<file path="config.mk">
export PLATFORM = sky130hd
export DESIGN_NAME = image_fetch
export DESIGN_NICKNAME = d
export VERILOG_FILES = /design/src/rtl/vga_pkg.sv /design/src/rtl/vga_delay_line.sv /design/src/rtl/image_fetch.sv
export SDC_FILE = /design/constraint.sdc
export NUM_CORES = 1
export LEC_CHECK = 0
export ABC_AREA = 1
export CORE_ASPECT_RATIO = 2
export CORE_MARGIN = 8
export CORE_UTILIZATION = 50
export DETAILED_ROUTE_END_ITERATION = 6
export PLACE_DENSITY = 0.84
export RECOVER_POWER = 100
export SLEW_MARGIN = 25
export SYNTH_ARGS = -nofsm -noshare
export SYNTH_HDL_FRONTEND = slang
export SYNTH_HIERARCHICAL = 1
export SYNTH_SLANG_ARGS = --single-unit
</file>
<file path="constraint.sdc">
create_clock -name clk -period 2.1 [get_ports clk]
set_input_delay 0.21 -clock clk [delete_from_list [all_inputs] [get_ports clk]]
set_output_delay 0.21 -clock clk [all_outputs]
set_load 0.02 [all_outputs]
</file>
<file path="src/rtl/vga_pkg.sv">
// Shared VGA pipeline types and helpers.
//   rgb12_t         : packed {R,G,B}, 4 bits per channel
//   grey4_to_rgb12  : replicate a 4-bit grey level onto all three channels
//   addr_width      : ROM address width for a given word count (minimum 1)
//   H_ACTIVE_DEF / V_ACTIVE_DEF : default 640x480 active area
package vga_pkg;

    typedef logic [11:0] rgb12_t;

    localparam int H_ACTIVE_DEF = 640;
    localparam int V_ACTIVE_DEF = 480;

    function automatic rgb12_t grey4_to_rgb12(input logic [3:0] grey);
        return {grey, grey, grey};
    endfunction

    function automatic int addr_width(input int depth);
        return (depth <= 2) ? 1 : $clog2(depth);
    endfunction

endpackage

</file>
<file path="src/rtl/vga_delay_line.sv">
// Enable-gated shift register used to keep sideband signals aligned with
// the pixel pipeline.
//   clk, rst : clock, synchronous active-high reset (all stages -> RESET_VAL)
//   en       : shift enable; stages hold when low
//   din      : value entering stage 0
//   dout     : value leaving the last stage (DEPTH enabled shifts after din)
module vga_delay_line #(
    parameter int               WIDTH     = 1,
    parameter int               DEPTH     = 1,
    parameter logic [WIDTH-1:0] RESET_VAL = '0
) (
    input  logic             clk,
    input  logic             rst,
    input  logic             en,
    input  logic [WIDTH-1:0] din,
    output logic [WIDTH-1:0] dout
);

    logic [WIDTH-1:0] stage_reg [DEPTH];

    always_ff @(posedge clk) begin
        if (rst) begin
            for (int i = 0; i < DEPTH; i++) begin
                stage_reg[i] <= RESET_VAL;
            end
        end else if (en) begin
            for (int i = DEPTH - 1; i > 0; i--) begin
                stage_reg[i] <= stage_reg[i-1];
            end
            stage_reg[0] <= din;
        end
    end

    assign dout = stage_reg[DEPTH-1];

endmodule

</file>
<file path="src/rtl/image_fetch.sv">
// Read-side master for a 4-bit greyscale image ROM in a VGA pipeline.
// Stage 0 walks the ROM address incrementally from the timing generator's
// counters (no multiplier); stage 1 expands the returned pixel to 12-bit RGB.
// Sync and display-enable are delayed two pixel ticks to line up with rgb.
//   clk, rst          : clock, synchronous active-high reset
//   pix_en            : pixel tick; all state advances only when high
//   hcount, vcount    : screen position from the timing generator
//   active_in         : display enable from the timing generator
//   hsync_in/vsync_in : syncs from the timing generator
//   rom_addr          : ROM read address (registered)
//   rom_pixel         : ROM data, valid one clock after rom_addr
//   rgb               : {R,G,B} output colour
//   active_out, hsync_out, vsync_out : sidebands aligned to rgb
module image_fetch
    import vga_pkg::*;
#(
    parameter int       IMG_W      = 640,
    parameter int       IMG_H      = 480,
    parameter int       SCALE      = 1,
    parameter int       H_ACTIVE   = H_ACTIVE_DEF,
    parameter int       V_ACTIVE   = V_ACTIVE_DEF,
    parameter rgb12_t   BORDER_RGB = 12'h000,
    parameter logic     SYNC_IDLE  = 1'b1
) (
    input  logic                                   clk,
    input  logic                                   rst,
    input  logic                                   pix_en,
    input  logic [9:0]                             hcount,
    input  logic [9:0]                             vcount,
    input  logic                                   active_in,
    input  logic                                   hsync_in,
    input  logic                                   vsync_in,
    output logic [addr_width(IMG_W*IMG_H)-1:0]     rom_addr,
    input  logic [3:0]                             rom_pixel,
    output rgb12_t                                 rgb,
    output logic                                   active_out,
    output logic                                   hsync_out,
    output logic                                   vsync_out
);

    localparam int AW = addr_width(IMG_W*IMG_H);

    // Image window clipped to the active area, so an oversized image can
    // never drive the address walk past the visible rows or columns.
    localparam int IMG_W_PIX_I = (IMG_W*SCALE < H_ACTIVE) ? IMG_W*SCALE : H_ACTIVE;
    localparam int IMG_H_PIX_I = (IMG_H*SCALE < V_ACTIVE) ? IMG_H*SCALE : V_ACTIVE;

    localparam logic [9:0]    IMG_W_PIX = 10'(IMG_W_PIX_I);
    localparam logic [9:0]    IMG_H_PIX = 10'(IMG_H_PIX_I);
    localparam logic [9:0]    H_LAST    = 10'(H_ACTIVE - 1);
    localparam logic [1:0]    SUB_LAST  = 2'(SCALE - 1);
    localparam logic [AW-1:0] ADDR_LAST = AW'(IMG_W*IMG_H - 1);
    localparam logic [AW-1:0] ROW_STEP  = AW'(IMG_W);
    localparam logic [AW-1:0] ADDR_ONE  = AW'(1);

    logic [AW-1:0] row_base_reg;
    logic [1:0]    hsub_reg;
    logic [1:0]    vsub_reg;

    logic in_img;
    logic row_in_img;
    logic frame_start;
    logic line_start;
    logic line_end;

    assign row_in_img  = (vcount < IMG_H_PIX);
    assign in_img      = active_in && (hcount < IMG_W_PIX) && row_in_img;
    assign frame_start = (hcount == 10'd0) && (vcount == 10'd0);
    assign line_start  = (hcount == 10'd0);
    assign line_end    = (hcount == H_LAST) && row_in_img;

    // Stage 0: address generation.
    always_ff @(posedge clk) begin
        if (rst) begin
            row_base_reg <= '0;
            hsub_reg     <= '0;
            vsub_reg     <= '0;
            rom_addr     <= '0;
        end else if (pix_en) begin
            if (frame_start) begin
                row_base_reg <= '0;
                hsub_reg     <= '0;
                vsub_reg     <= '0;
                rom_addr     <= '0;
            end else begin
                if (line_start) begin
                    hsub_reg <= '0;
                    // Below the image the address parks on the last pixel
                    // instead of loading the (now past-the-end) row base.
                    if (row_in_img) begin
                        rom_addr <= row_base_reg;
                    end
                end else if (in_img) begin
                    if (hsub_reg == SUB_LAST) begin
                        hsub_reg <= '0;
                        if (rom_addr != ADDR_LAST) begin
                            rom_addr <= rom_addr + ADDR_ONE;
                        end
                    end else begin
                        hsub_reg <= hsub_reg + 2'd1;
                    end
                end

                // Each image row is repeated on SCALE screen lines.
                if (line_end) begin
                    if (vsub_reg == SUB_LAST) begin
                        vsub_reg     <= '0;
                        row_base_reg <= row_base_reg + ROW_STEP;
                    end else begin
                        vsub_reg <= vsub_reg + 2'd1;
                    end
                end
            end
        end
    end

    // One-tick delay of {active, in_img}, matching the ROM read latency.
    logic active_d1;
    logic in_img_d1;

    vga_delay_line #(
        .WIDTH     (2),
        .DEPTH     (1),
        .RESET_VAL (2'b00)
    ) u_img_delay (
        .clk  (clk),
        .rst  (rst),
        .en   (pix_en),
        .din  ({active_in, in_img}),
        .dout ({active_d1, in_img_d1})
    );

    // Stage 1: colour expansion; blanking forces black.
    always_ff @(posedge clk) begin
        if (rst) begin
            rgb <= 12'h000;
        end else if (pix_en) begin
            if (in_img_d1) begin
                rgb <= grey4_to_rgb12(rom_pixel);
            end else if (active_d1) begin
                rgb <= BORDER_RGB;
            end else begin
                rgb <= 12'h000;
            end
        end
    end

    // Two-tick delay of the sideband bundle so it lands with rgb.
    logic [2:0] side_q;

    vga_delay_line #(
        .WIDTH     (3),
        .DEPTH     (2),
        .RESET_VAL ({1'b0, SYNC_IDLE, SYNC_IDLE})
    ) u_sync_delay (
        .clk  (clk),
        .rst  (rst),
        .en   (pix_en),
        .din  ({active_in, hsync_in, vsync_in}),
        .dout (side_q)
    );

    assign active_out = side_q[2];
    assign hsync_out  = side_q[1];
    assign vsync_out  = side_q[0];

endmodule

</file>
==> results.txt, run 1 <==
crit-path leading delay family = simple AND/OR/NAND/NOR gates
flip-flop count of the largest register after layout = 19
fraction of layout cells with a size suffix above 1 = 7.50%
Final TNS setup = 0 ns
Max Cap Violations = 0
area inside the core boundary = 0.00596 mm^2
Global Route met2 Usage = 34.5%
setup repair after global routing missed its margin = false
Critical Path End Type = flip-flop
routability-driven placement congestion ratio = 0.873
cell area after placement = 0.00365 mm^2
standard-cell row count = 40
post-placement worst setup slack = -0.0457 ns
maximum frequency from static timing analysis = 529 MHz
DRT antenna net count = 0
pins over their slew limit = 0
Worst Tran Pin Value = 0.730 ns
data arrival at the endpoint of the critical path = 2.08 ns
cell count after synthesis = 465
slowest cell delay on critical path = 0.43 ns
number of levels the H-tree was split into = 2
global routing usage summed across all routing layers = 18.7%
non-filler cells, final = 583
root buffer selected by CTS = sky130_fd_sc_hd__clkbuf_16
antenna diode instance count = 0
Data required, critical path = 2.29 ns
Most Crowded Layer GR = met2
final worst slack = 0.208 ns
TritonRoute pass-1 iters = 4
wire length of the first global-routing pass = 13700 um
I/O pin count = 64
final hold violations = 0
area growth from synthesis to layout = 25.1%
cells along the critical path = clkdlybuf4s50_1, or2_1, nor2_4, nand2_4, clkinv_4, nand3_2, o21ai_2, nand3_1, nand2_1, nor2_1
Critical path buffers and inverters = 2
Post-CTS Setup Repair Bufs = 0
number of global-route vias before repair = 3026
design area = 0.00381 mm^2
Longest Clk Path Bufs = 2
startpoint-to-endpoint class of the critical path = in -> reg
Placed Cells incl. Taps = 575
placed wire-length estimate after detailed placement = 6270 um
hold buffer count at CTS = 0
antenna violations before repair = 0
later-pin clock latency in the skew report = 0.30 ns
total grt overflow = 0
Die Area = 0.00900 mm^2
global-route met1 utilization = 17.9%
mean instance size in the synthesized netlist = 6.55 um^2
maximum number of pins on one net before global-route repair = 22
post-DR vias/cell = 5.37
initial core utilization = 51.1%
number of buffers created by CTS = 5
Pwr per Cell Area = 529 mW/mm^2
max_slew headroom = 51.4%
YS warnings = 6
remaining design rule violation count = 0
min cycle time layout = 1.89 ns
count of routing violations after the opening detailed-route iteration = 298
CP Launch Type = primary input
Lkg Pwr = 1.55 nW
horizontal die dimension = 71.2 um
met3 track demand over resource = 3.31%
die span in y = 126 um
syn_nets = 501
drt total wl = 8140 um
CTS Sinks = 46
Via Count = 3131
run status = finished clean
Worst Hold Class = reg -> reg
post-cts gate resize count = 0
Worst IR Drop VDD = 0.615 mV
final critical-path share of the clock period = 90.1%
Post-Syn Area = 0.00305 mm^2
maximum fanout along the worst path = 21
clock slew seen by the registers of the worst setup and hold paths = 0.06 ns
slowest stage cell on the critical path = sky130_fd_sc_hd__clkdlybuf4s50_1
post-DR wirelength/cell = 14.0 um
CTS tree = built
worst setup skew after layout = 0.0121 ns
overall power consumption = 2.02 mW
setup violators final = 0
total of buffers placed on input and output ports = 63
number of nets in the layout = 555
## worst reg2reg max path: cells and delay by family (launching register included)
family          cells  cell delay [ns]
simple gates        9             0.99
compound gates      1             0.17
fa+ha+maj           1             0.20
flops               1             0.39
## layout by cell type (no fill, tap or decap), types with 3 or more instances in the layout
cell type                         instances
sky130_fd_sc_hd__clkbuf_16                5
sky130_fd_sc_hd__nand2_2                  5
sky130_fd_sc_hd__o21ai_0                 19
sky130_fd_sc_hd__xor2_1                   3
sky130_fd_sc_hd__nand4_1                 13
sky130_fd_sc_hd__nand2_1                119
sky130_fd_sc_hd__clkdlybuf4s50_1         28
sky130_fd_sc_hd__xnor2_1                  3
sky130_fd_sc_hd__nor2_4                   3
sky130_fd_sc_hd__inv_1                   55
sky130_fd_sc_hd__buf_4                    6
sky130_fd_sc_hd__dfxtp_1                 39
sky130_fd_sc_hd__o211ai_1                 3
sky130_fd_sc_hd__a21oi_1                 37
sky130_fd_sc_hd__nand3_1                 43
sky130_fd_sc_hd__dlygate4sd3_1           35
sky130_fd_sc_hd__edfxtp_1                 7
sky130_fd_sc_hd__ha_1                     6
sky130_fd_sc_hd__nor2_2                   3
sky130_fd_sc_hd__nor2_1                  62
## area by class of cell
class | instances | area, um^2
multi-input cells | 337 | 1650
fillers | 518 | 2150
repair buffers | 71 | 701
flip-flops and latches | 46 | 991
clock buffers | 5 | 125
clock inverters | 3 | 45.0
inverters | 58 | 223
well taps | 63 | 78.8
## per-stage QoR
step / utilization, % / hold WS, ns
2_1_floorplan: - / 0.371
4_1_cts: 64.1 / 0.487
5_1_grt: 64.0 / 0.508
3_3_place_gp: 61.2 / 0.452
6_report: 64.0 / 0.484
3_5_place_dp: 61.2 / 0.477
## power by group
part	internal, mW	leakage [nW]	switching [mW]
sequential	0.907	0.382	0.00729
combinational	0.0863	1.09	0.0910
clock	0.562	0.0760	0.363
total	1.55	1.55	0.461
## final timing paths
check                    from               to  slack, ns  cells after the start
setup / recovery    hcount[6]  row_base_reg[9]       0.21                     10
hold / removal    vsub_reg[0]      vsub_reg[0]       0.48                      2
setup reg to reg  rom_addr[1]      rom_addr[9]       0.26                     11
hold reg to reg   vsub_reg[0]      vsub_reg[0]       0.48                      2
## layer usage
metal / up-vias / wire [um] / share of wire, %
met4: 0 / 282 / 3.5
met2: 96 / 4520 / 55
li1: 1588 / - / -
met3: 18 / 387 / 4.8
met5: - / 0 / 0
met1: 1429 / 2960 / 36
Power figures use the tool's default switching activity.
==> run 2, diff against run 1 <==
CORE_MARGIN = default   (was 8)
==> run 2 against run 1 <==
Against the previous run:
- the flow now finishes with violations (design-rule violations)
- final cell count is 0.17% lower
- maximum frequency up 0.70%
- sequential share of layout area is essentially flat
- routed wire length shrank 6.8%
- sequential power about the same
- register-to-register slack worse by 0.04 ns
- largest power group is now sequential cells
==> results.txt, run 2 (synthesis results as in run 1) <==
wire length of the first global-routing pass = 12700 um
initial core utilization = 52.4%
Lkg Pwr = 1.56 nW
maximum fanout along the worst path = 18
Critical Path End Type = flip-flop
antenna violations before repair = 0
Pwr per Cell Area = 519 mW/mm^2
Global Route met2 Usage = 47.7%
min cycle time layout = 1.88 ns
DRT antenna net count = 0
data arrival at the endpoint of the critical path = 2.05 ns
maximum number of pins on one net before global-route repair = 22
slowest cell delay on critical path = 0.42 ns
leading cell types in the layout, fill and taps excluded = 120 x sky130_fd_sc_hd__nand2_1, 62 x sky130_fd_sc_hd__nor2_1, 55 x sky130_fd_sc_hd__inv_1
area growth from synthesis to layout = 25.1%
post-DR wirelength/cell = 13.0 um
Most Crowded Layer GR = met2
Pint = 1.54 mW
Die Area = 0.00643 mm^2
clock slew seen by the registers of the worst setup and hold paths = 0.06 ns
worst setup skew after layout = 0.00431 ns
number of nets in the layout = 556
CP Launch Type = flip-flop
area of the multi-input gates = 0.00164 mm^2
Final TNS setup = 0 ns
standard-cell row count = 39
fillers = 520
final critical-path share of the clock period = 89.5%
antenna diode instance count = 0
hold buffer count at CTS = 0
global routing usage summed across all routing layers = 25.1%
Worst Tran Pin Value = 0.707 ns
CTS Sinks = 46
cell area after placement = 0.00365 mm^2
cells along the critical path = ha_1, nand2_2, nor2_4, nand2_2, nor2_1, nand2_1, nand2_1, nand2_1, nand3_4, nor2_1, nor2_1, nor2_1
Post-CTS Setup Repair Bufs = 0
part of the power in registers = 46.3%
I/O pin count = 64
number of global-route vias before repair = 3072
count of routing violations after the opening detailed-route iteration = 177
Worst IR Drop VDD = 0.436 mV
fraction of layout cells with a size suffix above 1 = 7.10%
die span in y = 112 um
global-route met1 utilization = 24.3%
setup violators final = 0
number of buffers created by CTS = 5
area of all sequential standard cells = 991 um^2
run status = finished with violations
total of buffers placed on input and output ports = 63
pins over their slew limit = 0
Max Cap Violations = 0
post-cts gate resize count = 0
horizontal die dimension = 57.2 um
Worst Hold Class = reg -> reg
area inside the core boundary = 0.00581 mm^2
Via Count = 3141
TritonRoute pass-1 iters = 6
share of total power in combinational logic = 9.0%
CTS tree = built
slowest stage cell on the critical path = sky130_fd_sc_hd__dfxtp_1
remaining design rule violation count = 4
maximum frequency from static timing analysis = 532 MHz
switching power summed over all nets = 0.435 mW
number of levels the H-tree was split into = 2
Data required, critical path = 2.28 ns
design area = 0.00381 mm^2
drt total wl = 7590 um
Longest Clk Path Bufs = 2
failing checks = design-rule violations
switching share of power = 22.0%
root buffer selected by CTS = sky130_fd_sc_hd__clkbuf_16
total grt overflow = 0
placed wire-length estimate after detailed placement = 5900 um
routability-driven placement congestion ratio = 0.946
post-DR vias/cell = 5.40
setup repair after global routing missed its margin = false
cell type with the highest occurrence count on the critical path = sky130_fd_sc_hd__nor2_1
Clock Power Share = 44.7%
max_slew headroom = 52.9%
most frequent standard cell in the layout excluding fill and tap cells = sky130_fd_sc_hd__nand2_1
later-pin clock latency in the skew report = 0.29 ns
met3 track demand over resource = 3.11%
flip-flop count of the largest register after layout = 19
final hold violations = 0
startpoint-to-endpoint class of the critical path = reg -> reg
-- run 2: metrics by stage --
step           worst slack [ns]  std cells  power (mW)  util, %  hold WS [ns]
3_3_place_gp             0.0544        574        1.11     62.9         0.454
3_5_place_dp             0.0173        574        1.12     62.9         0.478
4_1_cts                   0.241        582        2.00     65.8         0.487
5_1_grt                  0.0424        582        2.04     65.6         0.506
2_1_floorplan             0.375        465        1.02        -         0.371
6_report                  0.221        582        1.98     65.6         0.491
-- run 2: layout make-up --
class | count | area share, %
Multi-Input combinational cell | 337 | 43.2
Sequential cell | 46 | 26.0
Timing Repair Buffer | 72 | 18.6
Inverter | 58 | 5.85
Clock buffer | 8 | 4.40
Tap cell | 61 | 2.00
-- run 2: power by group through the flow --
stage | logic (mW) | clock network, mW | registers (mW)
finish | 0.178 | 0.883 | 0.914
floorplan | 0.0859 | 0 | 0.936
global route | 0.193 | 0.934 | 0.915
CTS | 0.184 | 0.897 | 0.915
global placement | 0.179 | 0 | 0.934
detailed placement | 0.184 | 0 | 0.935
-- run 2: critical path: cells and delay by family (launching register included) --
family                     cells  cell delay, ns
adders and majority gates      1            0.22
and+or+nand+nor               11            1.13
DFF                            1            0.42
-- run 2: path summary, 6_finish.rpt --
path,from,end,slack [ns],depth (start not counted)
setup / recovery,rom_addr[0],rom_addr[16],0.22,12
hold reg to reg,vsub_reg[0],vsub_reg[0],0.49,2
hold / removal,vsub_reg[0],vsub_reg[0],0.49,2
setup reg to reg,rom_addr[0],rom_addr[16],0.22,12
-- run 2: routing by layer --
layer | wire [um] | vias to the layer above
li1 | - | 1596
met1 | 2790 | 1437
met2 | 4280 | 87
met3 | 254 | 21
met4 | 271 | 0
met5 | 0 | -
